[src/rtl/logic_unit_arbiter.sv]
// Round-robin arbiter sharing one bitwise logic unit (AND/OR/XOR/NAND) among 4 requesters.
// Operands are captured in IDLE, evaluated in EXEC and held in RESP until accepted.
module logic_unit_arbiter #(
   parameter int unsigned WIDTH = 8
) (
   input  logic               clk,
   input  logic               reset,
   input  logic [3:0]         req,
   input  logic [7:0]         op_bus,
   input  logic [4*WIDTH-1:0] a_bus,
   input  logic [4*WIDTH-1:0] b_bus,
   output logic [3:0]         gnt,
   output logic               rsp_valid,
   output logic [1:0]         rsp_id,
   output logic [WIDTH-1:0]   rsp_data,
   input  logic               rsp_ready,
   output logic               busy,
   output logic [15:0]        done_count
);

   typedef enum logic [1:0] {StIdle, StExec, StResp} state_e;

   state_e           r_state;
   state_e           w_state_next;
   logic [1:0]       r_ptr;
   logic [1:0]       r_id;
   logic [1:0]       r_op;
   logic [WIDTH-1:0] r_a;
   logic [WIDTH-1:0] r_b;
   logic             r_rsp_valid;
   logic [1:0]       r_rsp_id;
   logic [WIDTH-1:0] r_rsp_data;
   logic [15:0]      r_done;

   logic             w_found;
   logic [1:0]       w_sel;
   logic [1:0]       w_idx;
   logic [WIDTH-1:0] w_result;

   // Scan from the farthest candidate back to ptr so the nearest set bit wins.
   always_comb begin
      w_found = 1'b0;
      w_sel   = r_ptr;
      w_idx   = r_ptr;
      for (int k = 3; k >= 0; k--) begin
         w_idx = r_ptr + 2'(k);
         if (req[w_idx]) begin
            w_sel   = w_idx;
            w_found = 1'b1;
         end
      end
   end

   always_comb begin
      w_result = '0;
      unique case (r_op)
         2'b00:   w_result = r_a & r_b;
         2'b01:   w_result = r_a | r_b;
         2'b10:   w_result = r_a ^ r_b;
         2'b11:   w_result = ~(r_a & r_b);
         default: w_result = '0;
      endcase
   end

   always_comb begin
      w_state_next = r_state;
      unique case (r_state)
         StIdle:  if (w_found) w_state_next = StExec;
         StExec:  w_state_next = StResp;
         StResp:  if (rsp_ready) w_state_next = StIdle;
         default: w_state_next = StIdle;
      endcase
   end

   always_ff @(posedge clk) begin
      if (reset) begin
         r_state     <= StIdle;
         r_ptr       <= '0;
         r_id        <= '0;
         r_op        <= '0;
         r_a         <= '0;
         r_b         <= '0;
         r_rsp_valid <= 1'b0;
         r_rsp_id    <= '0;
         r_rsp_data  <= '0;
         r_done      <= '0;
      end else begin
         r_state <= w_state_next;
         unique case (r_state)
            StIdle: begin
               if (w_found) begin
                  r_id <= w_sel;
                  r_op <= op_bus[2*w_sel +: 2];
                  r_a  <= a_bus[WIDTH*w_sel +: WIDTH];
                  r_b  <= b_bus[WIDTH*w_sel +: WIDTH];
               end
            end
            StExec: begin
               r_rsp_data  <= w_result;
               r_rsp_id    <= r_id;
               r_rsp_valid <= 1'b1;
            end
            StResp: begin
               if (rsp_ready) begin
                  r_rsp_valid <= 1'b0;
                  r_ptr       <= r_id + 2'd1;
                  if (r_done != 16'hFFFF) r_done <= r_done + 16'd1;
               end
            end
            default: ;
         endcase
      end
   end

   assign gnt        = (r_state == StExec) ? (4'b0001 << r_id) : 4'b0000;
   assign rsp_valid  = r_rsp_valid;
   assign rsp_id     = r_rsp_id;
   assign rsp_data   = r_rsp_data;
   assign busy       = (r_state != StIdle);
   assign done_count = r_done;

endmodule

[config.mk]
export PLATFORM = sky130hd
export DESIGN_NAME = logic_unit_arbiter
export DESIGN_NICKNAME = d
export VERILOG_FILES = /design/src/rtl/logic_unit_arbiter.sv
export SDC_FILE = /design/constraint.sdc
export NUM_CORES = 1
export LEC_CHECK = 0
export BUFFER_PORTS_ARGS = -buffer_cell sky130_fd_sc_hd__buf_2
export CAP_MARGIN = 0
export CELL_PAD_IN_SITES_DETAIL_PLACEMENT = 1
export CELL_PAD_IN_SITES_GLOBAL_PLACEMENT = 1
export CORE_MARGIN = 4
export CORE_UTILIZATION = 41
export CTS_BUF_LIST = sky130_fd_sc_hd__clkbuf_8
export CTS_CLUSTER_DIAMETER = 200
export DETAILED_ROUTE_END_ITERATION = 6
export PLACE_DENSITY = 0.86
export SYNTH_ARGS = -nofsm -noshare
export SYNTH_HDL_FRONTEND = slang
export SYNTH_SLANG_ARGS = --single-unit
[constraint.sdc]
create_clock -name clk -period 3 [get_ports clk]
set_input_delay 0 -clock clk [delete_from_list [all_inputs] [get_ports clk]]
set_output_delay 0 -clock clk [all_outputs]
set_load 0.01 [all_outputs]
-- Word level (Yosys, flattened, before mapping)
Index checks and enable logic that the tools add are counted.
- flip-flop bits (word level): 51
- bits of input ports: 79
- output and inout bits: 32
- word-level logic and storage cells: 67
- $add $sub $neg: 5
- order comparisons: 4
- equal/unequal tests: 8
- shift operators: 4
- multiplexer cells: 23
- bitwise operators: 4
- reduce and logical (&&, ||, !) cells: 9
- operators by type and width (cell ; number):
    32-bit by 6-bit indexed part select with 8-bit output ; 2
    8-bit case mux with 4 select lines ; 1
    16-bit by 1-bit adder with 16-bit output, second input constant ; 1
    16-bit != test, second input constant ; 1
    2-bit by 3-bit less-than comparator with 1-bit output, second input constant ; 4
    2-bit two-way mux ; 6
    1-bit two-way mux ; 9
    8-bit AND ; 1
    1-bit binary-select mux with 2-bit select ; 4
    8-bit inverter ; 1
    8-bit OR ; 1
    2-bit AND reduction ; 4
    8-bit by 4-bit indexed part select with 2-bit output ; 1
    8-bit XOR ; 1
    2-bit == test, second input constant ; 3
    2-bit case mux with 3 select lines ; 1
    2-bit by 1-bit adder with 2-bit output, second input constant ; 2
    2-bit adder, second input constant ; 2
    2-bit by 1-bit == test with 1-bit output, second input constant ; 2
    2-bit logical NOT ; 2
    4-bit two-way mux ; 1
    2-bit != test, second input constant ; 2
    2-bit nonzero test ; 2
    1-bit by 2-bit left shift with 4-bit output, first input constant ; 1
    other kinds (2) ; 2

-- Longest topological paths before layout
- word-level depth: 9
- mapped depth: 7
- mapped depth without buffers: 6

-- Worst setup path before layout
Ideal clock, no wire load.
- path kind: register to register
- start point: register r_ptr[1]
- end point: register r_a[2]
- library setup time: 0.122 ns
- data arrival time: 1.790 ns
- path slack: 1.088 ns
- stages on the path, launching flop included: 8
- path buffers: 2
- cells stage by stage: dfxtp_1 > nor3_1 > a31o_2 > o21ai_1 > buf_6 > buf_4 > mux2_2 > a221o_1
- cells in the longest elaborated chain, start to end: 8
- RTL lines (item ; RTL line ; source):
    start: declaration ; 25 ; logic [1:0] r_ptr;
    start signal: assignment ; 106 ; r_ptr <= r_id + 2'd1;
    2-bit adder ; 46 ; w_idx = r_ptr + 2'(k);
    1-bit binary-select mux with 2-bit select ; 47 ; if (req[w_idx]) begin
    1-bit two-way mux (implied by the code) ; 47 ;
    2-bit two-way mux or 1-bit two-way mux (tied branches) (4 in series) ; 47 ;
    32-bit by 6-bit indexed part select with 8-bit output or 2-bit AND reduction (tied branches) ; -- ;
    end signal: assignment ; 94 ; r_a <= a_bus[WIDTH*w_sel +: WIDTH];
    end: declaration ; 28 ; logic [WIDTH-1:0] r_a;
Several ways; a longest one is shown, not always the timed one. The select of a mux whose other input is x is not followed.
A chain may end at the register's enable or synchronous reset.

-- Worst setup path after layout
- start point: register r_ptr[1]
- end point: register r_b[7]
- cells in the longest elaborated chain, start to end: 8
- RTL lines (item ; RTL line ; source):
    2-bit adder ; 46 ;
    1-bit binary-select mux with 2-bit select ; 47 ;
    1-bit two-way mux (implied by the code) ; 47 ;
    2-bit two-way mux or 1-bit two-way mux (tied branches) (4 in series) ; 47 ;
    32-bit by 6-bit indexed part select with 8-bit output or 2-bit AND reduction (tied branches) ; -- ;
    end signal: assignment ; 95 ; r_b <= b_bus[WIDTH*w_sel +: WIDTH];
    end: declaration ; 29 ; logic [WIDTH-1:0] r_b;
Several ways; a longest one is shown, not always the timed one. The select of a mux whose other input is x is not followed.

==> results by stage <==
Clocking:
- The H-tree depth is 2.
- The cell chosen for the clock root is clkbuf_8.
- The number of buffers inserted during clock tree synthesis is 5.
- The clock insertion delay at the later pin of the skew report is 0.30 ns.
- TritonCTS built the clock tree.
- The register clock-pin slew on the reported worst setup and hold paths is 0.09 ns.
- No sink is reached through more buffers than the 2 on the longest clock path.
- Post-CTS repair changed the size of 0 cells.
- The number of sinks driven by the clock tree is 51.

Setup path:
- STA classifies the critical path endpoint as a flip-flop.
- The start-to-end type of the worst setup path is reg -> reg.
- The number of cells on the worst reg-to-reg path is 7.
- The data arrival at the endpoint of the critical path is 3.04 ns.
- The worst endpoint required time is 3.25 ns.
- The launching element type of the critical path is a flip-flop.
- Along the worst path, the maximum fanout reaches 20.

STA:
- The final setup slack of the worst path is roughly 0.21 ns.
- The final setup violation count is 0.
- The final critical path time including I/O delays and setup is roughly 2.8 ns.
- On the final layout, the worst clock skew is 0.00342 ns.
- The achievable frequency is 359 MHz.
- Setup repair after global routing left no endpoint under its margin.
- In this run the tightest slew margin relative to its limit is 0.281.
- The post-route clock period utilization is 0.929.
- In the final timing run, aggregate negative setup slack is 0 ns.
- The number of failing hold endpoints at the final stage is 0.
- The total count of max-transition violations in the final report was 0.
- The measured slew at the worst slew-check pin is 1.08 ns.

Placed design:
- Including well taps, the total number of placed cells is 526.
- The post-placement setup slack is 0.808 ns.
- The congestion estimate from routability-driven global placement came to 0.836.
- The number of port buffers is 110.
- Summed over all nets, the half-perimeter wirelength after detailed placement is 6.60 mm.

Layout:
- Fill cells in the final layout number 917.
- From synthesis to final layout, the design area changed by 28.0%.
- The net count of the finished layout is 555.
- Once layout is complete, the cells apart from fillers number 555.
- The utilization of the core after routing is 0.542.
- Leaving out fill and tap cells, the most frequent cell in the layout is buf_2.
- The share of post-route cells with drive strength above 1 is 0.329.
- The number of antenna diodes in the final layout is 0.
- In the layout the commonest cells are buf_2 (110), dfxtp_1 (51), nor2_1 (43).

Detailed routing:
- The wire length reported by the detailed router is 9.61 mm.
- Once detail routing completed, the nets flagged for antenna violations numbered 0.
- The detailed router placed 3,035 vias in this run.
- The average via count per standard cell is roughly 5.5.
- The routed wire length per instance is 17.3 um.
- For this run, the detailed router's first-pass iteration total came to 4.
- The number of design rule violations left after detail routing is 0.
- The detailed router finished its first iteration with 111 violations.

Yosys:
- Among all flip-flop cells after synthesis, the most frequent one is dfxtp_1.
- The number of enable-type register cells in the synthesized netlist is 0.
- The async set-reset flop share out of synthesis is 0.
- The average cell area after synthesis is 9.14 um^2.
- The flop and latch count out of synthesis is 51.
- The portion of the post-synthesis area used by sequential elements is 0.330.
- Counting distinct cell types in the post-synthesis netlist gives 45.
- For this run, the number of Yosys warnings is 0.
- The post-synthesis cell area is 0.00309 mm^2.
- Synthesis produced a netlist with a net count of 438.
- The number of standard cells after synthesis is 338.

Floorplanning:
- The starting density of the core is 0.424.
- The floorplan has 31 rows.
- The area of the core is 0.00729 mm^2.
- The die area is 0.00899 mm^2.
- For this design the top-level I/O count stands at 111.
- Measured along the y axis, the die boundary spans 94.8 um.
- The die is 94.8 um wide.

Power and ir drop:
- The static power due to leakage is about 1.8 nW.
- The worst supply voltage drop on vdd is 170 uV.
- The power density over the cells is 430 mW/mm^2.

GRT:
- The pin count of the biggest net entering global routing is 35.
- The first-pass GRT wire length is 15.6 mm.
- The total overflow left after global routing is 0.
- The global router's overall resource usage is 0.220.
- The number of antenna violations at the first check in global routing came to 0.
- The number of global-route vias before repair is 3,223.

Min path:
- The tightest min-delay check is of the in -> reg type.
- The worst hold path depth is 3.

Run status:
- The flow ran to the end, and the final reports show no timing, DRC or antenna violations.

Run:
- The max-cap violation count is 0.
through the flow:
step	hold slack [ns]	cell area, um^2	total power [W]
floorplan	0.139	3090	0.00110
global placement	0.228	3640	0.00121
detailed placement	0.229	3640	0.00124
CTS	0.00231	3950	0.00169
global route	0.00766	3950	0.00180
finish	0.000520	3950	0.00170
flip-flops by register name, indices dropped and copies added (netlist names):
name	count
r_ptr	2
rsp_valid	1
rsp_id	2
r_op	2
r_b	8
rsp_data	8
r_id	2
r_state	2
r_a	8
done_count	16
synth_stat cells (2+ instances only):
cell | number | area [um^2]
and2_1 | 5 | 31.3
a22o_1 | 18 | 158
mux2i_1 | 6 | 60.1
nor3b_1 | 4 | 30.0
nand3b_1 | 2 | 15.0
buf_6 | 5 | 56.3
nor2_1 | 43 | 161
or2_4 | 2 | 17.5
nor3_1 | 3 | 15.0
xor2_1 | 9 | 78.8
mux2_2 | 18 | 203
o21ai_0 | 4 | 20.0
nand3_1 | 9 | 45.0
or3_1 | 3 | 18.8
nor2b_4 | 2 | 27.5
ha_1 | 21 | 263
inv_1 | 21 | 78.8
and4_1 | 5 | 43.8
nand4_1 | 3 | 18.8
a21oi_1 | 22 | 110
nand2_1 | 5 | 18.8
buf_2 | 3 | 15.0
clkbuf_1 | 12 | 45.0
nand2b_1 | 3 | 18.8
a221o_1 | 18 | 180
a31oi_1 | 3 | 18.8
dfxtp_1 | 51 | 1020
a211oi_1 | 18 | 135
and3_1 | 3 | 18.8
buf_4 | 2 | 15.0
power breakdown:
group | total (W) | switching (W) | internal, W
registers | 0.000811 | 0.0000773 | 0.000733
logic | 0.000453 | 0.000222 | 0.000230
clock network | 0.000438 | 0.000230 | 0.000208
path summary, 6_finish.rpt:
kind	endpoint	slack, ns	startpoint
max	r_b[7]	0.21	r_ptr[1]
max reg2reg	r_b[7]	0.21	r_ptr[1]
min	r_b[4]	0.0005	b_bus[12]
min reg2reg	rsp_valid	0.50	rsp_valid
worst max-delay path: stages (launching register included):
cell,delay (ns)
dfxtp_1,0.49
nor3_1,0.10
a31o_2,0.23
o21ai_2,0.11
buf_4,0.30
and3_1,0.69
a221o_1,0.27
dlygate4sd3_1,0.55
routing by layer:
| metal | track usage | vias up | wire [um] |
|---|---|---|---|
| li1 | - | 1470 | - |
| met1 | 0.260 | 1445 | 4040 |
| met2 | 0.392 | 98 | 4820 |
| met3 | 0.0470 | 22 | 539 |
| met4 | 0.0721 | 0 | 207 |
| met5 | 0 | - | 0 |
layout make-up:
type	count	area [um^2]	area share
multi-input combinational	244	1860	0.471
sequential	51	1020	0.258
timing repair buffer	132	768	0.194
tap	99	124	0.0313
clock buffer	7	96.3	0.0244
inverter	21	78.8	0.0199
clock inverter	1	3.75	0.000949
cell families (layout without fill, tap and decap cells):
family,Yosys count,in the layout,synth area share
AO/OA/AOI/OAI,91,91,0.228
XOR/XNOR,9,9,0.0255
adder cells (fa/ha/maj),21,21,0.0851
buffers and inverters,43,161,0.0680
flip-flops,51,51,0.330
multiplexers,24,24,0.0851
AND/OR/NAND/NOR,99,99,0.177
timing repair:
item,in CTS,in global routing
hold buffers,21,0
hold endpoints to repair,18,0
setup buffers,0,0
(Power assumes the default switching activity.)
